<file path="config.mk">
export PLATFORM = sky130hd
export DESIGN_NAME = dmem_seq_arbiter_flat
export DESIGN_NICKNAME = d
export VERILOG_FILES = /design/src/rtl/dmem_seq_arbiter_pkg.sv /design/src/rtl/dmem_seq_arbiter_if.sv /design/src/rtl/dmem_seq_arbiter_rr_arb2.sv /design/src/rtl/dmem_seq_arbiter.sv /design/src/flat_wrapper.sv
export SDC_FILE = /design/constraint.sdc
export NUM_CORES = 1
export LEC_CHECK = 0
export CAP_MARGIN = 10
export CORE_ASPECT_RATIO = 1.4
export CORE_UTILIZATION = 35
export DETAILED_ROUTE_END_ITERATION = 6
export SETUP_SLACK_MARGIN = 0.4
export SLEW_MARGIN = 20
export SYNTH_ARGS = -nofsm -noshare
export SYNTH_HDL_FRONTEND = slang
export SYNTH_SLANG_ARGS = --single-unit
</file>
<file path="constraint.sdc">
create_clock -name clk -period 2.79 [get_ports clk]
set_input_delay 0.4185 -clock clk [delete_from_list [all_inputs] [get_ports clk]]
set_output_delay 0.4185 -clock clk [all_outputs]
set_load 0.01 [all_outputs]
</file>
<file path="src/rtl/dmem_seq_arbiter_pkg.sv">
`default_nettype none
// ============================================================================
// Module   : dmem_seq_pkg
// Purpose  : Shared types and sizing for the byte-wide data memory sequencer.
// Revision : 1.0
// ============================================================================
package dmem_seq_pkg;

  localparam int DMEM_AW    = 13;
  localparam int DMEM_DW    = 64;
  localparam int DMEM_BEATS = DMEM_DW / 8;

  typedef enum logic [1:0] {
    IDLE  = 2'd0,
    XFER  = 2'd1,
    DRAIN = 2'd2,
    DONE  = 2'd3
  } dmem_state_e;

  // Width of a beat index; a single-beat bus still needs one bit.
  function automatic int beat_bits(input int beats);
    return (beats > 1) ? $clog2(beats) : 1;
  endfunction

endpackage
`default_nettype wire

</file>
<file path="src/rtl/dmem_seq_arbiter_if.sv">
`default_nettype none
// ============================================================================
// Module   : dmem_seq_arbiter_if
// Purpose  : Requester ports, completion signals and byte-memory bus.
// Revision : 1.0
// ============================================================================
interface dmem_seq_arbiter_if
  import dmem_seq_pkg::*;
#(
  parameter int AW = DMEM_AW,
  parameter int DW = DMEM_DW
);

  logic          req0;
  logic          req1;
  logic          we0;
  logic          we1;
  logic [AW-1:0] addr0;
  logic [AW-1:0] addr1;
  logic [DW-1:0] wdata0;
  logic [DW-1:0] wdata1;
  logic          ack0;
  logic          ack1;
  logic [DW-1:0] rdata;
  logic          err;
  logic          busy;
  logic [AW-1:0] mem_addr;
  logic          mem_we;
  logic [7:0]    mem_wdata;
  logic [7:0]    mem_rdata;

  modport slave (
    input  req0, req1, we0, we1, addr0, addr1, wdata0, wdata1, mem_rdata,
    output ack0, ack1, rdata, err, busy, mem_addr, mem_we, mem_wdata
  );

  modport master (
    output req0, req1, we0, we1, addr0, addr1, wdata0, wdata1, mem_rdata,
    input  ack0, ack1, rdata, err, busy, mem_addr, mem_we, mem_wdata
  );

endinterface
`default_nettype wire

</file>
<file path="src/rtl/dmem_seq_arbiter_rr_arb2.sv">
`default_nettype none
// ============================================================================
// Module   : rr_arb2
// Purpose  : Two-input round-robin arbiter; owns the last-grant history bit.
// Revision : 1.0
// ============================================================================
module rr_arb2 (
  input  logic       clk,
  input  logic       rst_n,
  input  logic [1:0] req,
  input  logic       grant_en,
  output logic [1:0] gnt
);

  logic r_last_grant;

  always_comb begin
    gnt = 2'b00;
    case (req)
      2'b01:   gnt = 2'b01;
      2'b10:   gnt = 2'b10;
      2'b11:   gnt = r_last_grant ? 2'b01 : 2'b10;
      default: gnt = 2'b00;
    endcase
  end

  // Reset to port 1 so port 0 wins the first contention.
  always_ff @(posedge clk or negedge rst_n) begin
    if (!rst_n) begin
      r_last_grant <= 1'b1;
    end else if (grant_en && (|req)) begin
      r_last_grant <= gnt[1];
    end
  end

endmodule
`default_nettype wire

</file>
<file path="src/rtl/dmem_seq_arbiter.sv">
`default_nettype none
// ============================================================================
// Module   : dmem_seq_arbiter
// Purpose  : Round-robin two-port arbiter sequencing doubleword loads/stores
//            as little-endian byte beats. Optional misalignment rejection via
//            macro DMEM_SEQ_ARBITER_ALIGN_CHECK_EN.
// Revision : 1.0
// ============================================================================
module dmem_seq_arbiter
  import dmem_seq_pkg::*;
#(
  parameter int AW = DMEM_AW,
  parameter int DW = DMEM_DW
) (
  input  logic               clk,
  input  logic               rst_n,
  dmem_seq_arbiter_if.slave  bus
);

  localparam int             BEATS       = DW / 8;
  localparam int             BW          = beat_bits(BEATS);
  localparam logic [BW-1:0]  c_last_beat = BW'(BEATS - 1);

  dmem_state_e   r_state;
  dmem_state_e   w_next_state;

  logic [1:0]    w_gnt;
  logic          w_accept;
  logic          w_sel_port;
  logic          w_sel_we;
  logic [AW-1:0] w_sel_addr;
  logic [DW-1:0] w_sel_wdata;
  logic          w_misaligned;

  logic [BW-1:0] r_beat;
  logic          r_we;
  logic [AW-1:0] r_addr;
  logic [DW-1:0] r_wdata;
  logic          r_port;
  logic          r_cap_vld;
  logic [BW-1:0] r_cap_idx;
  logic [DW-1:0] r_rdata;

  rr_arb2 u_arb (
    .clk      (clk),
    .rst_n    (rst_n),
    .req      ({bus.req1, bus.req0}),
    .grant_en (r_state == IDLE),
    .gnt      (w_gnt)
  );

  assign w_accept    = (r_state == IDLE) && (|w_gnt);
  assign w_sel_port  = w_gnt[1];
  assign w_sel_we    = w_sel_port ? bus.we1    : bus.we0;
  assign w_sel_addr  = w_sel_port ? bus.addr1  : bus.addr0;
  assign w_sel_wdata = w_sel_port ? bus.wdata1 : bus.wdata0;

`ifdef DMEM_SEQ_ARBITER_ALIGN_CHECK_EN
  logic r_err;

  assign w_misaligned = (w_sel_addr[BW-1:0] != '0);

  always_ff @(posedge clk or negedge rst_n) begin
    if (!rst_n) begin
      r_err <= 1'b0;
    end else if (w_accept) begin
      r_err <= w_misaligned;
    end
  end
`else
  assign w_misaligned = 1'b0;
`endif

  // State register
  always_ff @(posedge clk or negedge rst_n) begin
    if (!rst_n) begin
      r_state <= IDLE;
    end else begin
      r_state <= w_next_state;
    end
  end

  // Next state and memory/handshake outputs
  always_comb begin
    w_next_state  = r_state;
    bus.mem_addr  = '0;
    bus.mem_we    = 1'b0;
    bus.mem_wdata = '0;
    bus.ack0      = 1'b0;
    bus.ack1      = 1'b0;
    bus.err       = 1'b0;
    bus.busy      = (r_state != IDLE);

    case (r_state)
      IDLE: begin
        if (w_accept) begin
          w_next_state = w_misaligned ? DONE : XFER;
        end
      end
      XFER: begin
        bus.mem_addr = r_addr + AW'(r_beat);
        if (r_we) begin
          bus.mem_we    = 1'b1;
          bus.mem_wdata = r_wdata[8*r_beat +: 8];
        end
        if (r_beat == c_last_beat) begin
          w_next_state = r_we ? DONE : DRAIN;
        end
      end
      DRAIN: begin
        w_next_state = DONE;
      end
      DONE: begin
        bus.ack0     = ~r_port;
        bus.ack1     = r_port;
`ifdef DMEM_SEQ_ARBITER_ALIGN_CHECK_EN
        bus.err      = r_err;
`endif
        w_next_state = IDLE;
      end
      default: begin
        w_next_state = IDLE;
      end
    endcase
  end

  // Request latch, beat counter and read-data capture
  always_ff @(posedge clk or negedge rst_n) begin
    if (!rst_n) begin
      r_beat    <= '0;
      r_we      <= 1'b0;
      r_addr    <= '0;
      r_wdata   <= '0;
      r_port    <= 1'b0;
      r_cap_vld <= 1'b0;
      r_cap_idx <= '0;
      r_rdata   <= '0;
    end else begin
      if (w_accept) begin
        r_we    <= w_sel_we;
        r_addr  <= w_sel_addr;
        r_wdata <= w_sel_wdata;
        r_port  <= w_sel_port;
        r_beat  <= '0;
      end else if (r_state == XFER) begin
        r_beat <= r_beat + 1'b1;
      end

      // Memory returns a byte one cycle after its address, so capture lags a beat.
      r_cap_vld <= (r_state == XFER) && !r_we;
      r_cap_idx <= r_beat;
      if (r_cap_vld) begin
        r_rdata[8*r_cap_idx +: 8] <= bus.mem_rdata;
      end
    end
  end

  assign bus.rdata = r_rdata;

endmodule
`default_nettype wire

</file>
<file path="src/flat_wrapper.sv">
// flat-port wrapper written by rule: the top's interface ports become plain ports
module dmem_seq_arbiter_flat import dmem_seq_pkg::*;
#(
  parameter int AW = DMEM_AW,
  parameter int DW = DMEM_DW
)
  (clk, rst_n, bus_req0, bus_req1, bus_we0, bus_we1, bus_addr0, bus_addr1, bus_wdata0, bus_wdata1, bus_mem_rdata, bus_ack0, bus_ack1, bus_rdata, bus_err, bus_busy, bus_mem_addr, bus_mem_we, bus_mem_wdata);
  dmem_seq_arbiter_if #(.AW(AW), .DW(DW)) bus_i ();
  input  logic clk;
  input  logic rst_n;
  input wire logic [$bits(bus_i.req0)-1:0] bus_req0;
  input wire logic [$bits(bus_i.req1)-1:0] bus_req1;
  input wire logic [$bits(bus_i.we0)-1:0] bus_we0;
  input wire logic [$bits(bus_i.we1)-1:0] bus_we1;
  input wire logic [$bits(bus_i.addr0)-1:0] bus_addr0;
  input wire logic [$bits(bus_i.addr1)-1:0] bus_addr1;
  input wire logic [$bits(bus_i.wdata0)-1:0] bus_wdata0;
  input wire logic [$bits(bus_i.wdata1)-1:0] bus_wdata1;
  input wire logic [$bits(bus_i.mem_rdata)-1:0] bus_mem_rdata;
  output wire logic [$bits(bus_i.ack0)-1:0] bus_ack0;
  output wire logic [$bits(bus_i.ack1)-1:0] bus_ack1;
  output wire logic [$bits(bus_i.rdata)-1:0] bus_rdata;
  output wire logic [$bits(bus_i.err)-1:0] bus_err;
  output wire logic [$bits(bus_i.busy)-1:0] bus_busy;
  output wire logic [$bits(bus_i.mem_addr)-1:0] bus_mem_addr;
  output wire logic [$bits(bus_i.mem_we)-1:0] bus_mem_we;
  output wire logic [$bits(bus_i.mem_wdata)-1:0] bus_mem_wdata;
  assign bus_i.req0 = bus_req0;
  assign bus_i.req1 = bus_req1;
  assign bus_i.we0 = bus_we0;
  assign bus_i.we1 = bus_we1;
  assign bus_i.addr0 = bus_addr0;
  assign bus_i.addr1 = bus_addr1;
  assign bus_i.wdata0 = bus_wdata0;
  assign bus_i.wdata1 = bus_wdata1;
  assign bus_i.mem_rdata = bus_mem_rdata;
  assign bus_ack0 = bus_i.ack0;
  assign bus_ack1 = bus_i.ack1;
  assign bus_rdata = bus_i.rdata;
  assign bus_err = bus_i.err;
  assign bus_busy = bus_i.busy;
  assign bus_mem_addr = bus_i.mem_addr;
  assign bus_mem_we = bus_i.mem_we;
  assign bus_mem_wdata = bus_i.mem_wdata;
  dmem_seq_arbiter #(.AW(AW), .DW(DW)) u_core (.clk(clk), .rst_n(rst_n), .bus(bus_i));
endmodule
</file>
==> results of run 1 <==
## worst max-delay path, cell delays in order, from the launching register on
cell and delay [ns]:
dfrtp_1 0.42, ha_4 0.29, a211oi_2 0.05, buf_4 0.16, or4_4 0.54, a21oi_4 0.19, buf_6 0.12
## power groups by stage
stage	combinational, uW	sequential, uW	clock, uW
4_1_cts	5130	3900	2230
2_1_floorplan	2560	3940	0
6_report	5270	3910	2180
5_1_grt	5770	4050	2330
3_5_place_dp	4890	3930	0
3_3_place_gp	4810	3910	0
## per-layer routing
metal / routed length [um] / global-route usage [%] / up-vias
li1: - / - / 2969
met5: 13 / 0 / -
met4: 429 / 6.85 / 2
met3: 1000 / 3.81 / 26
met2: 11100 / 35.0 / 217
met1: 9000 / 24.0 / 2867
## logic make-up (layout without fill, tap and decap cells)
logic type | after synthesis | count (layout) | share of synthesized area (%)
muxes | 181 | 181 | 25.1
and+or+nand+nor | 157 | 157 | 10.8
DFF | 153 | 153 | 50.1
AOI/OAI and AO/OA | 119 | 119 | 8.80
buffers and inverters | 50 | 350 | 2.91
adders and majority gates | 12 | 12 | 2.06
xor gates and xnor gates | 2 | 2 | 0.229
other | 1 | 1 | 0.0490
## placed cells by master (no fill, tap or decap), drive strengths merged, types with 5 or more instances in the layout
master and count:
mux2i 117, a21oi 9, dfrtp 152, nand2b 5, nor2 9, and3 8
mux2 64, inv 16, a22oi 16, and2 11, clkinv 5, nor2b 12
clkdlybuf4s50 232, nor4 5, clkbuf 22, ha 11, nand2 88, o21ai 81
buf 66
## worst max-delay path by stage
| stage | startpoint | end | slack, ns |
|---|---|---|---|
| finish | u_core.r_addr[1] | bus_mem_addr[9] | 0.19 |
| global route | u_core.r_addr[2] | bus_mem_addr[7] | 0.11 |
| CTS | u_core.r_beat[2] | bus_mem_addr[7] | 0.17 |
| detailed placement | u_core.r_addr[0] | bus_mem_addr[10] | 0.14 |
| global placement | u_core.r_beat[1] | bus_mem_addr[7] | 0.18 |
| floorplan | u_core.r_cap_idx[0] | u_core.bus.rdata[32] | 0.55 |
## repair_timing
item	4_1_cts	5_1_grt
setup endpoints to repair	31	43
setup buffers	13	7
hold buffers	1	0
endpoints found under the hold margin	53	0
pin swaps	19	21
resized for setup	114	18
cloned	1	2
## area by class of cell
class	instances	area, um2
multi-input cells	472	3800
clock buffers	19	453
clock inverters	13	109
well taps	260	325
repair buffers	307	3040
inverters	11	42.5
flip-flops and latches	153	3830
fillers	1913	9690
## stage by stage
step           total power [uW]  setup slack (ns)  instance area (um2)  std cells  utilization (%)
3_5_place_dp               8820             0.138                10600       1179             49.9
5_1_grt                   12100             0.108                11600       1235             54.5
4_1_cts                   11300             0.169                11400       1226             53.6
2_1_floorplan              6500             0.546                 7650        675                -
6_report                  11400             0.186                11600       1235             54.5
3_3_place_gp               8720             0.182                10600       1179             49.9
## registers in the layout, indices dropped and copies added, names as in the netlist
signal	count
u_core.r_state	2
u_core.r_addr	13
u_core.r_we	1
u_core.u_arb.r_last_grant	1
u_core.r_cap_vld	1
u_core.r_port	1
u_core.bus.rdata	64
u_core.r_wdata	64
u_core.r_beat	3
u_core.r_cap_idx	3
==> metrics, run 1 <==
CTS Buf Count=17; #FFs+latches synth=153; clock slew at reported path FFs=0.06 ns; Clock Latency Late Sink=0.43 ns; reg2reg setup slack=0.53 ns; WL final=21,500 um; endpoints failing setup=0; WHS Endpoint=u_core.r_cap_vld; number of hold violations in the final report=0; # DRC=0; clock group share of total power=19.2%; post-synthesis net count=855; FF-to-FF Start=u_core.r_cap_idx[0]; Max Clock Freq=384 MHz; post-synthesis sequential area ratio=50.1%; Max Cap Viol=0; CTS tree=built; critical path launch point type=flip-flop; CP Data Arrival Time=2.19 ns; min cycle time layout=2.60 ns; Post-DP HPWL=16,200 um; initial core utilization=35.9%; Cell Pwr Density=980 mW/mm2; Static Leak=0.00510 uW; Syn Area/Cell=11.3 um2; ant diodes=0; row count=63; Crit. End Element=primary output; Synth warnings=0; Int Power=7210 uW; Switching Share=36.5%; DIE AREA=0.0225 mm2; leading area contributor after synthesis=dfrtp_1; Slew Limit Fails=0; Area Overhead vs Synth=51.6%; core area=0.0213 mm2; Worst VDD drop=0.000515 V; Worst Skew=0.0136 ns; # IOs=258; async set or reset register ratio after synthesis=100%; Die Ht=177 um; vias in the first global route=6,180; first-pass GRT wire length=33,700 um; synth top area cells=dfrtp_1, mux2i_1, mux2_2, o21ai_0, nand2_1; Critical Path RT=2.37 ns; Flop pwr share=34.4%; routed via count=6,081; grt total ovfl=0; logic gate share of total power=46.4%; RSZ-0062 raised after global routing=true; DRT iter0 DRCs=270; Worst-Margin Slew=0.618 ns; clk buf depth=2; period utilization=93.3%; port bufs=256; fin nets=1,142; ANT nets after route=0; largest net degree at the start of global routing=64; most common flop cell mapped by yosys=dfrtp_1; share of cells above drive strength 1=21.2%; Worst Reg-to-Reg Cells=7; count of different cell masters after synthesis=49; worst reg2reg path endpoint=u_core.bus.rdata[27]; first-pass detailed-route iteration total=4; Fin Hold WS=0.463 ns; hold depth=1; crit path kind=flip-flop to primary output; All-Layer GR Usage=19.8%; area of the mapped netlist=0.00765 mm2; initial antenna violation count=1; clock sink total=153; post-DR wirelength/cell=17.4 um; htree depth=4; most frequent cells after synthesis=dfrtp_1, mux2i_1, nand2_1; normalized max-slew margin=58.5%; DR vias/cell=4.92; status=completed; Max FO, Critical Path=7; Sum Neg Setup Slack=0 ns; Synth top area share=49.7%; die width=127 um; net switching power=4150 uW; EDFF count, synth=0; Mapped Cells=675; root buffer cell=clkbuf_16; gpl congestion=0.803; Hold Startpoint=u_core.r_we; Worst Hold Class=flip-flop to flip-flop; most frequent cell after synthesis=dfrtp_1
No activity file was read; power rests on OpenSTA's default activity.
==> inputs of run 2 (changes only) <==
Settings changed: PLACE_DENSITY from default to 0.62.
==> metrics, run 2 (same netlist as run 1, synthesis figures left out) <==
status=finished with violations; failing checks=negative hold slack; CP Buf/Inv Count=2 (unchanged); Worst-Margin Slew=0.741 ns (+0.122 ns); post-DR wirelength/cell=17.2 um (-1.2%); clk buf depth=2 (unchanged); initial antenna violation count=0 (-1); core area=0.0213 mm2 (unchanged); first-pass detailed-route iteration total=4 (unchanged); RSZ-0062 raised after global routing=true; CTS Buf Count=17 (unchanged); die width=127 um (unchanged); port bufs=256 (unchanged); DR vias/cell=4.96 (+0.79%); non-filler cells, final=1,215 (-1.6%); Sum Neg Setup Slack=0 ns (unchanged); clock slew at reported path FFs=0.07 ns (about the same); htree depth=4 (unchanged); crit path kind=flip-flop to primary output; fillcell total=1,920 (+0.37%); clock sink total=153 (unchanged); Static Leak=0.00503 uW (-1.2%); Crit. End Element=primary output; reg2reg setup slack=0.57 ns (+0.04 ns); CP peak stage delay=0.42 ns (-0.12 ns); final instance area=0.0114 mm2 (-1.8%); row count=63 (unchanged); # IOs=258 (unchanged); Critical Path RT=2.37 ns (about the same); Max Clock Freq=384 MHz (-0.12%); WL final=20,900 um (-2.8%); fin nets=1,122 (-1.8%); Worst Skew=0.0135 ns (-0.000121 ns); min cycle time layout=2.61 ns (+0.00323 ns); Worst VDD drop=0.000553 V (+7.4%); Util after Layout=53.5% (-0.99 points); Slew Limit Fails=0 (unchanged); Worst Hold Class=input port to asynchronous set/reset pin; ant diodes=0 (unchanged); endpoints failing setup=0 (unchanged); Max Cap Viol=0 (unchanged); Clock Latency Late Sink=0.43 ns (about the same); FF-to-FF Start=u_core.r_cap_idx[0]; cell with the largest stage delay on the worst path=dfrtp_1; cells along the critical path=ha_4 > o211ai_1 > buf_4 > or4_4 > a21oi_2 > buf_2; Worst path top cell family by delay=flip-flops; first-pass GRT wire length=32,800 um (-2.6%); CTS hold repair buffers=0 (-1); number of hold violations in the final report=3 (+3); Fin Hold WS=-0.00526 ns (-0.468 ns); routed via count=6,030 (-0.84%); DRT iter0 DRCs=264 (-2.2%); root buffer cell=clkbuf_16; placed insts=1,167 (-1.0%); normalized max-slew margin=50.6% (-7.8 points); All-Layer GR Usage=19.4% (-0.45 points); vias in the first global route=6,157 (-0.37%); gpl congestion=0.803 (about the same); Die Ht=177 um (unchanged); share of cells above drive strength 1=20.0% (-1.2 points); Placed Area=0.0105 mm2 (-0.85%); Cell Pwr Density=979 mW/mm2 (about the same); ANT nets after route=0 (unchanged); DIE AREA=0.0225 mm2 (unchanged); Max FO, Critical Path=4 (-3); largest net degree at the start of global routing=158 (+150%); grt total ovfl=0 (unchanged); period utilization=93.4% (+0.12 points); Worst Reg-to-Reg Cells=5 (-2); critical path launch point type=flip-flop; most common cell after layout, fill and taps aside=clkdlybuf4s50_1; initial core utilization=35.9% (unchanged); Area Overhead vs Synth=48.8%; CTS tree=built; most frequent cells in the layout=clkdlybuf4s50_1, dfrtp_1, mux2i_1; Post-DP HPWL=15,700 um (-3.5%); worst reg2reg path endpoint=u_core.bus.rdata[48]; # DRC=0 (unchanged); CP Data Arrival Time=2.19 ns (about the same)
==> run 2: area by class of cell <==
class,instances,area (um2),area share (%)
clock inverters,13,134,1.18
clock buffers,19,443,3.89
multi-input cells,472,3800,33.4
repair buffers,287,2800,24.6
inverters,11,46.3,0.407
flip-flops and latches,153,3830,33.7
well taps,260,325,2.86
==> run 2: worst max-delay path by stage <==
| stage | start | to | slack, ns | depth (start not counted) |
|---|---|---|---|---|
| final | u_core.r_beat[2] | bus_mem_addr[7] | 0.18 | 6 |
| after CTS | u_core.r_beat[1] | bus_mem_addr[9] | 0.15 | 6 |
| after detailed placement | u_core.r_addr[1] | bus_mem_addr[9] | 0.17 | 6 |
| after floorplan | u_core.r_cap_idx[0] | u_core.bus.rdata[32] | 0.55 | 7 |
| after global routing | u_core.r_beat[1] | bus_mem_addr[9] | 0.13 | 6 |
| after global placement | u_core.r_beat[1] | bus_mem_addr[7] | 0.18 | 6 |
==> run 2: metal layers <==
metal / up-vias / track usage, % / wire length (um)
met5: - / 0 / 0
met3: 18 / 5.02 / 1220
met4: 0 / 6.15 / 320
met1: 2855 / 21.9 / 8290
met2: 215 / 35.2 / 11100
li1: 2942 / - / -
==> run 2: through the flow <==
step	power [uW]	worst slack, ns
after CTS	11000	0.151
after global routing	11900	0.130
after floorplan	6500	0.546
after global placement	8600	0.181
after detailed placement	8690	0.172
final	11100	0.183
==> run 2: where the power goes <==
group | switching [uW] | internal, uW
sequential | 690 | 3240
clock | 977 | 1270
combinational | 2370 | 2590
total | 4040 | 7100
==> run 2: repair_timing <==
item | in CTS | in global routing
resized for setup | 78 | 45
pin swaps | 8 | 19
cloned | 0 | 1
buffers inserted | 3 | 12
setup endpoints to repair | 39 | 50
